## config.mk

```make
export PLATFORM = sky130hd
export DESIGN_NAME = encryptor_decryptor
export DESIGN_NICKNAME = d
export VERILOG_FILES = /design/src/rtl/encryptor_decryptor.sv
export SDC_FILE = /design/constraint.sdc
export NUM_CORES = 1
export LEC_CHECK = 0
export ABC_AREA = 1
export CAP_MARGIN = 20
export CORE_ASPECT_RATIO = 2
export CORE_MARGIN = 2
export CORE_UTILIZATION = 30
export CTS_BUF_LIST = sky130_fd_sc_hd__clkbuf_4 sky130_fd_sc_hd__clkbuf_8
export DETAILED_ROUTE_END_ITERATION = 8
export PLACE_DENSITY = 0.52
export SYNTH_ARGS = -nofsm -noshare
export SYNTH_HDL_FRONTEND = slang
export SYNTH_SLANG_ARGS = --single-unit
```

## constraint.sdc

```tcl
create_clock -name clk -period 10.7 [get_ports clk]
set_input_delay 1.07 -clock clk [delete_from_list [all_inputs] [get_ports clk]]
set_output_delay 1.07 -clock clk [all_outputs]
set_load 0.005 [all_outputs]
```

## src/rtl/encryptor_decryptor.sv

```systemverilog
// Sequential Vigenere-style byte cipher (encrypt/decrypt by mode), one character per clock.
// Define DIGIT_ROTATE_EN to also rotate '0'..'9' by the key offset mod 10.
module encryptor_decryptor #(
   parameter int MSG_LEN = 6,
   parameter int SEC_LEN = 7
) (
   input  logic                 clk,
   input  logic                 rst,
   input  logic                 start,
   input  logic                 mode,
   input  logic [SEC_LEN*8-1:0] key_in,
   input  logic [MSG_LEN*8-1:0] text_in,
   output logic [MSG_LEN*8-1:0] text_out,
   output logic                 busy,
   output logic                 done
);

   localparam int IDX_W = (MSG_LEN > 1) ? $clog2(MSG_LEN) : 1;
   localparam int KEY_W = (SEC_LEN > 1) ? $clog2(SEC_LEN) : 1;

   typedef enum logic [1:0] {
      S_IDLE,
      S_PROC,
      S_DONE
   } state_t;

   state_t               state_q, state_d;
   logic [IDX_W-1:0]     idx_q, idx_d;
   logic [KEY_W-1:0]     kidx_q, kidx_d;
   logic                 busy_q, busy_d;
   logic                 done_q, done_d;
   logic [MSG_LEN*8-1:0] out_q, out_d;
   logic                 cap_en;

   logic [MSG_LEN*8-1:0] text_q;
   logic [SEC_LEN*8-1:0] key_q;
   logic                 mode_q;

   function automatic logic [4:0] key_shift(input logic [7:0] k);
      logic [4:0] s;
      s = 5'd0;
      if (k >= 8'h41 && k <= 8'h5A) s = 5'(k - 8'h41);
      else if (k >= 8'h61 && k <= 8'h7A) s = 5'(k - 8'h61);
      return s;
   endfunction

   // Rotate c within [base, base+m) by s; signed 7-bit keeps -25..50 without overflow.
   function automatic logic [7:0] rot(input logic [7:0] c, input logic [7:0] base,
                                      input logic [4:0] s, input logic [4:0] m,
                                      input logic dec);
      logic signed [6:0] pos, sh, mod_s, v;
      pos   = $signed({2'b00, 5'(c - base)});
      sh    = $signed({2'b00, s});
      mod_s = $signed({2'b00, m});
      v     = dec ? (pos - sh) : (pos + sh);
      if (v < 7'sd0) v = v + mod_s;
      else if (v >= mod_s) v = v - mod_s;
      return base + {1'b0, v};
   endfunction

`ifdef DIGIT_ROTATE_EN
   function automatic logic [4:0] mod10(input logic [4:0] s);
      logic [4:0] r;
      if (s >= 5'd20) r = s - 5'd20;
      else if (s >= 5'd10) r = s - 5'd10;
      else r = s;
      return r;
   endfunction
`endif

   function automatic logic [7:0] cipher_byte(input logic [7:0] c, input logic [7:0] k,
                                              input logic dec);
      logic [4:0] s;
      logic [7:0] r;
      s = key_shift(k);
      r = c;
      if (c >= 8'h41 && c <= 8'h5A) r = rot(c, 8'h41, s, 5'd26, dec);
      else if (c >= 8'h61 && c <= 8'h7A) r = rot(c, 8'h61, s, 5'd26, dec);
`ifdef DIGIT_ROTATE_EN
      if (c >= 8'h30 && c <= 8'h39) r = rot(c, 8'h30, mod10(s), 5'd10, dec);
`endif
      return r;
   endfunction

   always_comb begin
      state_d = state_q;
      idx_d   = idx_q;
      kidx_d  = kidx_q;
      busy_d  = busy_q;
      done_d  = 1'b0;
      out_d   = out_q;
      cap_en  = 1'b0;
      case (state_q)
         S_IDLE: begin
            if (start) begin
               cap_en  = 1'b1;
               state_d = S_PROC;
               idx_d   = '0;
               kidx_d  = '0;
               busy_d  = 1'b1;
            end
         end
         S_PROC: begin
            out_d[idx_q*8 +: 8] = cipher_byte(text_q[idx_q*8 +: 8], key_q[kidx_q*8 +: 8], mode_q);
            kidx_d = (kidx_q == KEY_W'(SEC_LEN - 1)) ? '0 : kidx_q + 1'b1;
            if (idx_q == IDX_W'(MSG_LEN - 1)) begin
               state_d = S_DONE;
               idx_d   = '0;
               busy_d  = 1'b0;
            end else begin
               idx_d = idx_q + 1'b1;
            end
         end
         S_DONE: begin
            state_d = S_IDLE;
            done_d  = 1'b1;
         end
         default: begin
            state_d = S_IDLE;
            busy_d  = 1'b0;
         end
      endcase
   end

   always_ff @(posedge clk or posedge rst) begin
      if (rst) begin
         state_q <= S_IDLE;
         idx_q   <= '0;
         kidx_q  <= '0;
         busy_q  <= 1'b0;
         done_q  <= 1'b0;
         out_q   <= '0;
      end else begin
         state_q <= state_d;
         idx_q   <= idx_d;
         kidx_q  <= kidx_d;
         busy_q  <= busy_d;
         done_q  <= done_d;
         out_q   <= out_d;
      end
   end

   // Operands are only consumed in PROC after a capture, so they need no reset.
   always_ff @(posedge clk) begin
      if (cap_en) begin
         text_q <= text_in;
         key_q  <= key_in;
         mode_q <= mode;
      end
   end

   assign text_out = out_q;
   assign busy     = busy_q;
   assign done     = done_q;

endmodule

```

# == Yosys cells after proc, flatten, opt, wreduce, memory -nomap -nowiden ==
# Cells that the tools add are included.
# op_classes
n_shift,4
addsub,17
reduce_logical,9
bitwise,1
eq_ne,6
order_cmp,12
muxes,32
# ops
operator,count
$mux W7,11
$shiftx A56 B7 Y8,1
$bwmux W48,1
$shift A8 B34 Y48 const A,1
$shiftx A48 B7 Y8,1
$shiftx A8 B34 Y48,1
$neg A6 Y34,1
$ge A8 B7 Y1 const B,4
$le A8 B7 Y1 const B,4
$mux W8,3
$sub A5 B1 Y5 const B,4
$add A7 B7 Y8 const A,2
$mux W5,3
$add A7 B6 Y7 const B,2
$ge A7 B6 Y1 const B,2
$lt A7 B1 Y1 const B,2
$sub A7 B6 Y7 const B,2
$add A5 B5 Y6,2
$pmux W3 S2,2
$sub A5 B5 Y6,2
$mux W3,3
$add A3 B1 Y3 const B,2
$eq A3 B3 Y1 const B,2
$mux W1,5
12 further kinds,18
# word_totals
register_bits,163
output_inout_bits,50
word_cells,90

# == Longest topological paths before layout ==
# Gate-level depths: netlist of run 1.
# depth
ltp_word,20
mapped_depth,39

# == Least setup slack after synthesis of run 1 ==
# No wires, ideal clock.
# synth_path
path_kind,input to register
from,in start
to,reg idx_q[2]
cell_stages,7
setup_slack_ns,0.887
setup_ns,0.077
t_required_ns,10.623
arrival_ns,9.736
path_buffers,0
path_cell_list,inv_1 nor3_1 nor2_1 inv_1 nand2_1 xor2_1 a21oi_1
# synth_between
elab_chain_len,2
# synth_lines
element,line_no,source
from (decl),9,"input logic start,"
$ne A2 B2 Y1 (no source line),-,
$reduce_and A2 Y1 (no source line),-,
to (signal assigned),135,idx_q <= idx_d;
to (decl),28,"logic [IDX_W-1:0] idx_q, idx_d;"
# Every way passes these cells.
# A chain may end at the register's enable or synchronous reset.

# == Worst setup path after layout of run 1 ==
# layout_path
from,reg kidx_q[0]
to,reg out_q[46] (netlist: text_out[46])
# layout_between
elab_chain_len,20
# layout_lines
element,line_no,source
from (decl),29,"logic [KEY_W-1:0] kidx_q, kidx_d;"
from (signal assigned),136,kidx_q <= kidx_d;
$shiftx A56 B7 Y8 (*),104,"out_d[idx_q*8 +: 8] = cipher_byte(text_q[idx_q*8 +: 8], key_q[kidx_q*8 +: 8], mode_q);"
$ge A8 B7 Y1 / $le A8 B7 Y1 (equally long branches),43,else if (k >= 8'h61 && k <= 8'h7A) s = 5'(k - 8'h61);
$logic_and A1 B1 Y1,43,
$mux W5,43,
$mux W5 (*),42,if (k >= 8'h41 && k <= 8'h5A) s = 5'(k - 8'h41);
$mux W5 (*),93,case (state_q)
$add A5 B5 Y6 / $sub A5 B5 Y6 (equally long branches),55,v = dec ? (pos - sh) : (pos + sh);
$mux W7,55,
[4 not listed],-,
$mux W7,77,"if (c >= 8'h41 && c <= 8'h5A) r = rot(c, 8'h41, s, 5'd26, dec);"
$mux W7,93,
$add A7 B7 Y8,58,"return base + {1'b0, v};"
$mux W8,78,"else if (c >= 8'h61 && c <= 8'h7A) r = rot(c, 8'h61, s, 5'd26, dec);"
$mux W8 (*),77,
$mux W8 (*),93,
$shiftx A8 B34 Y48 (*),104,
$bwmux W48 (*),104,
to (signal assigned),139,out_q <= out_d;
to (decl),32,"logic [MSG_LEN*8-1:0] out_q, out_d;"
# Every way passes the cells marked *; elsewhere a longest branch is shown, timed or not. The select of a mux whose other input is x is not followed.

==> out/qor.yml, run 1 <==
synthesis:
  synth-seq-cells: 163
  synthesis.nets: 915
  synthCells: 780
  synth_top_area_share_pct: 40.0
  syn-cell-area_sq_um: 7880
  seq_area_frac_synth_pct: 58.4
  synth_area_leaders: "edfxtp_1 40%, dfrtp_1 18%, nand2_1 6.3%"
  synth_ff_type: "edfxtp_1"
  synth-edff-count: 105
  syn_avg_cell_area_sq_um: 10.1
  ys_warn_count: 0
  synth_async_sr_flop_share_pct: 35.6
  ys_types: 53
  yosysTopAreaCell: "edfxtp_1"
clocking:
  clkLatencyLatePin_ns: 0.48
  clkTransAtPathRegs_ns: 0.09
  hold_buffers: 0
  cts_buffers: 17
  cts-root-buf: "clkbuf_8"
  cts_tree: "done"
  cts_buffer_depth: 2
  cts.repair.resized: 0
  clock-sinks: 163
  postCtsSetupBuffers: 0
  h-tree-depth: 4
floorplan:
  start_util_pct: 30.2
  rows: 84
  coreArea_sq_um: 26100
  dieArea_sq_um: 27700
  die_h_microns: 233
  io_pins: 158
  fp.dieW_microns: 119
outcome:
  status: "finished, final reports clean"
job:
  maxCapViolCount: 0
final_layout:
  multiInputGateArea_sq_um: 2830
  layout_commonest_cell: "clkdlybuf4s50_1"
  fillers: 2628
  most-common-layout-cells: "157 x clkdlybuf4s50_1, 132 x nand2_1, 105 x edfxtp_1"
  antennaDiodeCount: 0
  layoutNonFillerInstCount: 1297
  area_growth_syn_to_layout_pct: 29.4
  regArea_sq_um: 4600
  design_area_sq_um: 10200
  drive_gt1_share_pct: 9.44
  final_nets: 1075
timing:
  worst_pin_slew_ns: 0.930
  whs_ns: 0.482
  finalCriticalPeriod_ns: 5.97
  relSlewSlack_pct: 37.8
  fin_crit_sh_pct: 55.8
  setup_violations: 0
  slew_violations: 0
  final.setup.tns_ns: 0
  rsz0062_at_grt: "false"
  skew_ns: 0.0139
  fmax_mhz: 168
  hold_viol: 0
critical_path:
  critPathKind: "flop to flop"
  crit_arrival_ns: 6.36
  cpPeakStageDelay_ns: 0.72
  path_common_cell: "inv_1"
  end_kind: "flop"
  worst_path_max_delay_cell: "dfrtp_1"
  cp_max_fo: 20
  cp.required_ns: 11.09
  start_kind: "flop"
place:
  place_area_sq_um: 9790
  gp_congestion: 0.854
  dp_hpwl_microns: 15400
  io_buffers: 157
  numPlacedInstances: 1265
min_path:
  hold_path_class: "flop to flop"
global_routing:
  antenna_found_initial: 0
  overflow: 0
  grtUsageTotal_pct: 15.1
  grt_max_degree: 69
  grt_first_pass_wirelength_microns: 32400
  grt_pass1_vias: 6195
routing:
  drt_first_pass_iters: 5
  via_per_inst: 4.64
  drc_errors: 0
  wirelength_microns: 20200
  drt.antenna.violating_nets: 0
  drt-wirelength-per-cell_microns: 15.5
  drt-initial-drc-count: 354
  num_vias: 6020
-- metrics by stage --
stage                     worst slack (ns)  utilization [%]
after CTS                             4.63             39.1
after floorplan                      0.887                -
after global placement                4.93             37.5
after global routing                  3.77             39.1
after detailed placement              4.71             37.5
final                                 4.73             39.1
-- cell usage after synthesis (all sizes together) (2+ instances only) --
cell and number:
inv 81, a32oi 2, buf 15, o21a 8, nor3 12, ha 25
nand3 39, o211ai 2, dfrtp 58, a32o 2, clkbuf 6, nor2 110
nand2 146, o22ai 10, nor3b 2, a22o 4, fa 2, xnor2 2
a221oi 5, mux2i 7, o21ai 72, edfxtp 105, nand4 12, o31ai 3
or2 8, a21oi 28, xor2 5
-- cell families (layout without fill, tap and decap cells) --
family	Yosys count	after routing	synth area share (%)
adder cells (fa/ha/maj)	27	27	4.48
AO/OA/AOI/OAI	143	143	10.9
buffers and inverters	103	276	5.73
AND/OR/NAND/NOR	330	330	18.8
XOR/XNOR	7	7	0.778
flip-flops	163	163	58.4
multiplexers	7	7	0.889
-- path summary, 6_finish.rpt --
kind                            startpoint            to  slack [ns]  cells past startpoint
worst max-delay path             kidx_q[0]  text_out[46]        4.73                     34
worst min-delay path                  busy          busy        0.48                      2
worst max register to register   kidx_q[0]  text_out[46]        4.73                     34
worst min register to register        busy          busy        0.48                      2
max in group asynchronous              rst      idx_q[0]        9.05                      3
min in group asynchronous              rst  text_out[32]        1.14                      3
-- worst max-delay path: cells and delay by family, from the launching register on --
kind,cells,cell delay [ns]
AOI/OAI and AO/OA,6,0.93
xor gates and xnor gates,1,0.34
adders and majority gates,5,1.17
buffers and inverters,6,0.89
DFF,1,0.72
and+or+nand+nor,16,1.83
-- routing by layer --
metal	global-route usage (%)	share of wire [%]	wire length (microns)	vias up
li1	-	-	-	2986
met1	18.9	43	8700	2819
met2	25.4	50	9990	191
met3	3.17	5.2	1060	24
met4	5.47	2.1	425	0
met5	0	0	0	-
-- state kept, by name, indices dropped and copies added, names as in the netlist --
name,count
kidx_q,3
text_q,48
mode_q,1
busy,1
done,1
idx_q,3
text_out,48
state_q,2
key_q,56
-- final cells by class --
class	count	share of cell area (%)
clock inverters	15	1.77
repair buffers	162	15.8
well taps	344	4.22
flip-flops and latches	163	45.1
inverters	82	3.07
multi-input cells	514	27.7
clock buffers	17	2.29
Power of run 1 is left out: the tool's default activity adds up to more than one toggle a clock period on the data nets, which glitch-free logic cannot reach.
==> run 2, diff against run 1 <==
--- a/config.mk
+++ b/config.mk
@@ -12,7 +12,7 @@
 export CORE_UTILIZATION = 30
 export CTS_BUF_LIST = sky130_fd_sc_hd__clkbuf_4 sky130_fd_sc_hd__clkbuf_8
 export DETAILED_ROUTE_END_ITERATION = 8
-export PLACE_DENSITY = 0.52
+export PLACE_DENSITY = 0.54
 export SYNTH_ARGS = -nofsm -noshare
 export SYNTH_HDL_FRONTEND = slang
 export SYNTH_SLANG_ARGS = --single-unit
==> constraint.sdc (replaced) <==
create_clock -name clk -period 5.3 [get_ports clk]
set_input_delay 0.53 -clock clk [delete_from_list [all_inputs] [get_ports clk]]
set_output_delay 0.53 -clock clk [all_outputs]
set_load 0.005 [all_outputs]
==> out/qor.yml, run 2 (synthesis gave the netlist of run 1 again) <==
outcome:
  status: "finished, final reports clean"  # unchanged
final_layout:
  most-common-layout-cells: "157 x clkdlybuf4s50_1, 130 x nand2_1, 105 x edfxtp_1"  # was 157 x clkdlybuf4s50_1, 132 x nand2_1, 105 x edfxtp_1
  area_growth_syn_to_layout_pct: 33.1  # was 29.4%
  largest_reg_flops: 56  # unchanged
  layout_commonest_cell: "clkdlybuf4s50_1"  # unchanged
  final_nets: 1098  # was 1,075
  drive_gt1_share_pct: 14.4  # was 9.44%
  regMostFlops: "key_q"  # unchanged
  antennaDiodeCount: 0  # unchanged
  multiInputGateArea_sq_um: 2950  # was 2830 sq um
  fillers: 2659  # was 2,628
  layoutNonFillerInstCount: 1320  # was 1,297
  regArea_sq_um: 4610  # was 4600 sq um
critical_path:
  crit_arrival_ns: 5.34  # was 6.36 ns
  end_kind: "flop"  # unchanged
  critPathKind: "flop to flop"  # unchanged
  cp_max_fo: 6  # was 20
  worst_path_max_delay_cell: "fa_2"  # was dfrtp_1
  reg2reg_to: "text_out[37]"  # was text_out[46]
  cp.required_ns: 5.65  # was 11.09 ns
  path_common_cell: "nand2_1"  # was inv_1
  start_kind: "flop"  # unchanged
  critical_path.top_delay_family: "simple AND/OR/NAND/NOR gates"  # unchanged
  worstSetupStartpoint: "kidx_q[0]"  # unchanged
  cpPeakStageDelay_ns: 0.53  # was 0.72 ns
  critPathBufInv: 9  # was 6
  r2r_start: "kidx_q[0]"  # unchanged
  reg2reg_slack_ns: 0.31  # was 4.73 ns
  reg2reg_depth: 38  # was 34
min_path:
  whs_path_depth: 2  # unchanged
  hold_path.startpoint: "text_out[23]"  # was busy
  hold_path_class: "flop to flop"  # unchanged
  worstHoldEndpoint: "text_out[23]"  # was busy
timing:
  finalCriticalPeriod_ns: 4.99  # was 5.97 ns
  fin_crit_sh_pct: 94.1  # was 55.8%
  skew_ns: 0.0188  # was 0.0139 ns
  setup_violations: 0  # unchanged
  relSlewSlack_pct: 41.7  # was 37.8%
  slew_violations: 0  # unchanged
  fmax_mhz: 201  # was 168 MHz
  hold_viol: 0  # unchanged
  worst_pin_slew_ns: 0.872  # was 0.930 ns
global_routing:
  grtUsageTotal_pct: 14.7  # was 15.1%
  grt_max_degree: 63  # was 69
  grt_first_pass_wirelength_microns: 31900  # was 32,400 microns
  antenna_found_initial: 0  # unchanged
  grt_pass1_vias: 6235  # was 6,195
  overflow: 0  # unchanged
clocking:
  cts_tree: "done"  # unchanged
  cts-root-buf: "clkbuf_8"  # unchanged
  cts_buffers: 17  # unchanged
  h-tree-depth: 4  # unchanged
  cts_buffer_depth: 2  # unchanged
  hold_buffers: 0  # unchanged
  clkLatencyLatePin_ns: 0.47  # was 0.48 ns
  clkTransAtPathRegs_ns: 0.09  # about the same
  clock-sinks: 163  # unchanged
routing:
  drt-initial-drc-count: 323  # was 354
  drt.antenna.violating_nets: 0  # unchanged
  drc_errors: 0  # unchanged
  via_per_inst: 4.64  # about the same
  drt-wirelength-per-cell_microns: 15.2  # was 15.5 microns
  wirelength_microns: 20100  # was 20,200 microns
  drt_first_pass_iters: 7  # was 5
  num_vias: 6119  # was 6,020
place:
  dp_hpwl_microns: 15300  # was 15,400 microns
  gp_congestion: 0.881  # was 0.854
  io_buffers: 157  # unchanged
  numPlacedInstances: 1280  # was 1,265
floorplan:
  dieArea_sq_um: 27700  # unchanged
  io_pins: 158  # unchanged
  coreArea_sq_um: 26100  # unchanged
  die_h_microns: 233  # unchanged
  rows: 84  # unchanged
  fp.dieW_microns: 119  # unchanged
  start_util_pct: 30.2  # unchanged
job:
  maxCapViolCount: 0  # unchanged
[run 2: worst max-delay path by stage]
stage	end	depth (start not counted)
6_report	text_out[37]	38
5_1_grt	text_out[15]	35
4_1_cts	text_out[44]	37
3_5_place_dp	text_out[44]	36
3_3_place_gp	text_out[14]	34
2_1_floorplan	text_out[28]	37
[run 2: worst reg2reg max path: cells and delay by family, from the launching register on]
kind,cells,cell delay (ns)
AND/OR/NAND/NOR,18,1.56
adder cells (fa/ha/maj),4,1.02
AO/OA/AOI/OAI,7,0.98
buffers and inverters,9,0.81
flip-flops,1,0.48
[run 2: area by class of cell]
| cell class | instances | area share [%] |
|---|---|---|
| flip-flops and latches | 163 | 43.9 |
| multi-input cells | 514 | 28.1 |
| repair buffers | 185 | 17.0 |
| well taps | 344 | 4.10 |
| inverters | 82 | 3.02 |
| clock buffers | 17 | 2.23 |
| clock inverters | 15 | 1.65 |
[run 2: routing by layer]
layer | wire length, microns | part of all wire, % | GRT usage [%]
met1 | 8740 | 43 | 18.1
met2 | 10200 | 51 | 25.3
met5 | 0 | 0 | 0
met3 | 923 | 4.6 | 3.34
met4 | 280 | 1.4 | 5.02
[run 2: what timing repair did]
item	4_1_cts	5_1_grt
pin swaps	1	13
resized for setup	6	30
buffers inserted	0	8
setup endpoints to repair	15	42
[run 2: metrics by stage]
stage | hold slack [ns] | setup WS (ns) | util, % | cell area (sq um) | setup TNS, ns
detailed placement | 0.476 | -0.117 | 38.0 | 9910 | -0.613
global placement | 0.465 | 0.0432 | 38.0 | 9910 | 0
floorplan | 0.464 | 0.536 | - | 7890 | 0
global route | 0.523 | -0.0326 | 40.3 | 10500 | -0.193
finish | 0.500 | 0.315 | 40.3 | 10500 | 0
CTS | 0.499 | 0.00379 | 39.7 | 10300 | 0
Power of run 2 is left out for the same reason.
==> run 3, diff against run 2 <==
--- a/config.mk
+++ b/config.mk
@@ -8,7 +8,7 @@
 export ABC_AREA = 1
 export CAP_MARGIN = 20
 export CORE_ASPECT_RATIO = 2
-export CORE_MARGIN = 2
+export CORE_MARGIN = 8
 export CORE_UTILIZATION = 30
 export CTS_BUF_LIST = sky130_fd_sc_hd__clkbuf_4 sky130_fd_sc_hd__clkbuf_8
 export DETAILED_ROUTE_END_ITERATION = 8
==> out/qor.yml, run 3 (synthesis gave the netlist of run 1 again) <==
place:
  gp_congestion: 0.855  # was 0.881
  io_buffers: 157  # unchanged
  dp_hpwl_microns: 16200  # was 15,300 microns
critical_path:
  path_common_cell: "nand2_1"  # unchanged
  start_kind: "flop"  # unchanged
  cp_max_fo: 8  # was 6
  cp.required_ns: 5.68  # was 5.65 ns
  critPathKind: "flop to flop"  # unchanged
  reg2reg_to: "text_out[28]"  # was text_out[37]
  cpPeakStageDelay_ns: 0.46  # was 0.53 ns
  worst_path_max_delay_cell: "dfrtp_2"  # was fa_2
  crit_arrival_ns: 5.38  # was 5.34 ns
  reg2reg_slack_ns: 0.30  # was 0.31 ns
  reg2reg_depth: 34  # was 38
  r2r_start: "kidx_q[1]"  # was kidx_q[0]
  end_kind: "flop"  # unchanged
final_layout:
  regMostFlops: "key_q"  # unchanged
  largest_reg_flops: 56  # unchanged
  area_growth_syn_to_layout_pct: 33.8  # was 33.1%
  antennaDiodeCount: 0  # unchanged
  fillers: 2622  # was 2,659
  layout_commonest_cell: "clkdlybuf4s50_1"  # unchanged
  final_nets: 1102  # was 1,098
  most-common-layout-cells: "157 x clkdlybuf4s50_1, 126 x nand2_1, 105 x edfxtp_1"  # was 157 x clkdlybuf4s50_1, 130 x nand2_1, 105 x edfxtp_1
  drive_gt1_share_pct: 15.4  # was 14.4%
outcome:
  status: "finished, final reports clean"  # unchanged
timing:
  fin_crit_sh_pct: 94.3  # was 94.1%
  whs_ns: 0.501  # was 0.500 ns
  finalCriticalPeriod_ns: 5.00  # was 4.99 ns
  worst_pin_slew_ns: 0.900  # was 0.872 ns
  relSlewSlack_pct: 39.8  # was 41.7%
  setup_violations: 0  # unchanged
  hold_viol: 0  # unchanged
  fmax_mhz: 200  # was 201 MHz
  skew_ns: 0.0180  # was 0.0188 ns
  slew_violations: 0  # unchanged
floorplan:
  rows: 84  # unchanged
  fp.dieW_microns: 131  # was 119 microns
  die_h_microns: 245  # was 233 microns
  io_pins: 158  # unchanged
  start_util_pct: 30.2  # unchanged
  dieArea_sq_um: 32000  # was 27,700 sq um
  coreArea_sq_um: 26100  # unchanged
global_routing:
  grt_pass1_vias: 6378  # was 6,235
  overflow: 0  # unchanged
  grtUsageTotal_pct: 13.5  # was 14.7%
  antenna_found_initial: 0  # unchanged
  grt_first_pass_wirelength_microns: 33600  # was 31,900 microns
  grt_max_degree: 59  # was 63
min_path:
  worstHoldEndpoint: "text_out[8]"  # was text_out[23]
  hold_path.startpoint: "text_out[8]"  # was text_out[23]
  hold_path_class: "flop to flop"  # unchanged
  whs_path_depth: 1  # was 2
routing:
  drc_errors: 0  # unchanged
  drt-initial-drc-count: 241  # was 323
  drt-wirelength-per-cell_microns: 15.9  # was 15.2 microns
  via_per_inst: 4.66  # was 4.64
  drt.antenna.violating_nets: 0  # unchanged
  drt_first_pass_iters: 5  # was 7
  num_vias: 6171  # was 6,119
  wirelength_microns: 21000  # was 20,100 microns
clocking:
  clock-sinks: 163  # unchanged
  clkTransAtPathRegs_ns: 0.09  # about the same
  cts_buffer_depth: 2  # unchanged
  cts_buffers: 17  # unchanged
  cts-root-buf: "clkbuf_8"  # unchanged
  cts_tree: "done"  # unchanged
  clkLatencyLatePin_ns: 0.47  # about the same
  h-tree-depth: 4  # unchanged
job:
  maxCapViolCount: 0  # unchanged
run 3: cell type report:
cell class | instances | area, sq um | area share, %
inverter | 82 | 314 | 2.98
sequential | 163 | 4610 | 43.7
clock inverter | 15 | 181 | 1.72
tap | 344 | 430 | 4.08
timing repair buffer | 189 | 1810 | 17.2
multi-input combinational | 514 | 2970 | 28.1
clock buffer | 17 | 234 | 2.22
run 3: repair_timing:
| item | CTS | global route |
|---|---|---|
| setup buffers | 1 | 11 |
| gates resized for setup | 5 | 38 |
| pin swaps | 1 | 19 |
| endpoints found under the setup margin | 14 | 42 |
| hold buffers | 0 | 0 |
| gates cloned | 0 | 0 |
run 3: metal layers:
metal	vias to the layer above	GRT usage [%]	wire length, microns	share of wire, %
met3	24	3.87	1220	5.8
met1	2956	15.7	8850	42
li1	3038	-	-	-
met4	0	5.13	378	1.8
met5	-	0	0	0
met2	153	22.8	10600	50
run 3: stage by stage:
step           setup slack, ns  area [sq um]  setup TNS (ns)  instances  utilization, %
3_5_place_dp            -0.131          9910          -0.650       1280            38.0
5_1_grt                -0.0521         10500          -0.235       1324            40.5
6_report                 0.301         10500               0       1324            40.5
2_1_floorplan            0.536          7890               0        780               -
3_3_place_gp            0.0276          9910               0       1280            38.0
4_1_cts                 0.0593         10300               0       1313            39.7
run 3: worst max-delay path: cells and delay by family, from the launching register on:
| kind | cells | cell delay [ns] |
|---|---|---|
| AOI/OAI and AO/OA | 8 | 1.42 |
| adders and majority gates | 5 | 1.11 |
| and+or+nand+nor | 13 | 1.05 |
| buffers and inverters | 7 | 0.66 |
| DFF | 1 | 0.46 |
| xor gates and xnor gates | 1 | 0.21 |
run 3: how the worst max path moves through the flow:
| stage | cells past startpoint | to | from | slack [ns] |
|---|---|---|---|---|
| after CTS | 38 | text_out[28] | kidx_q[1] | 0.06 |
| after global routing | 38 | text_out[12] | kidx_q[1] | -0.05 |
| after floorplan | 37 | text_out[28] | kidx_q[1] | 0.54 |
| after global placement | 35 | text_out[14] | kidx_q[1] | 0.03 |
| after detailed placement | 36 | text_out[14] | kidx_q[1] | -0.13 |
| final | 34 | text_out[28] | kidx_q[1] | 0.30 |
Power of run 3 is left out for the same reason.
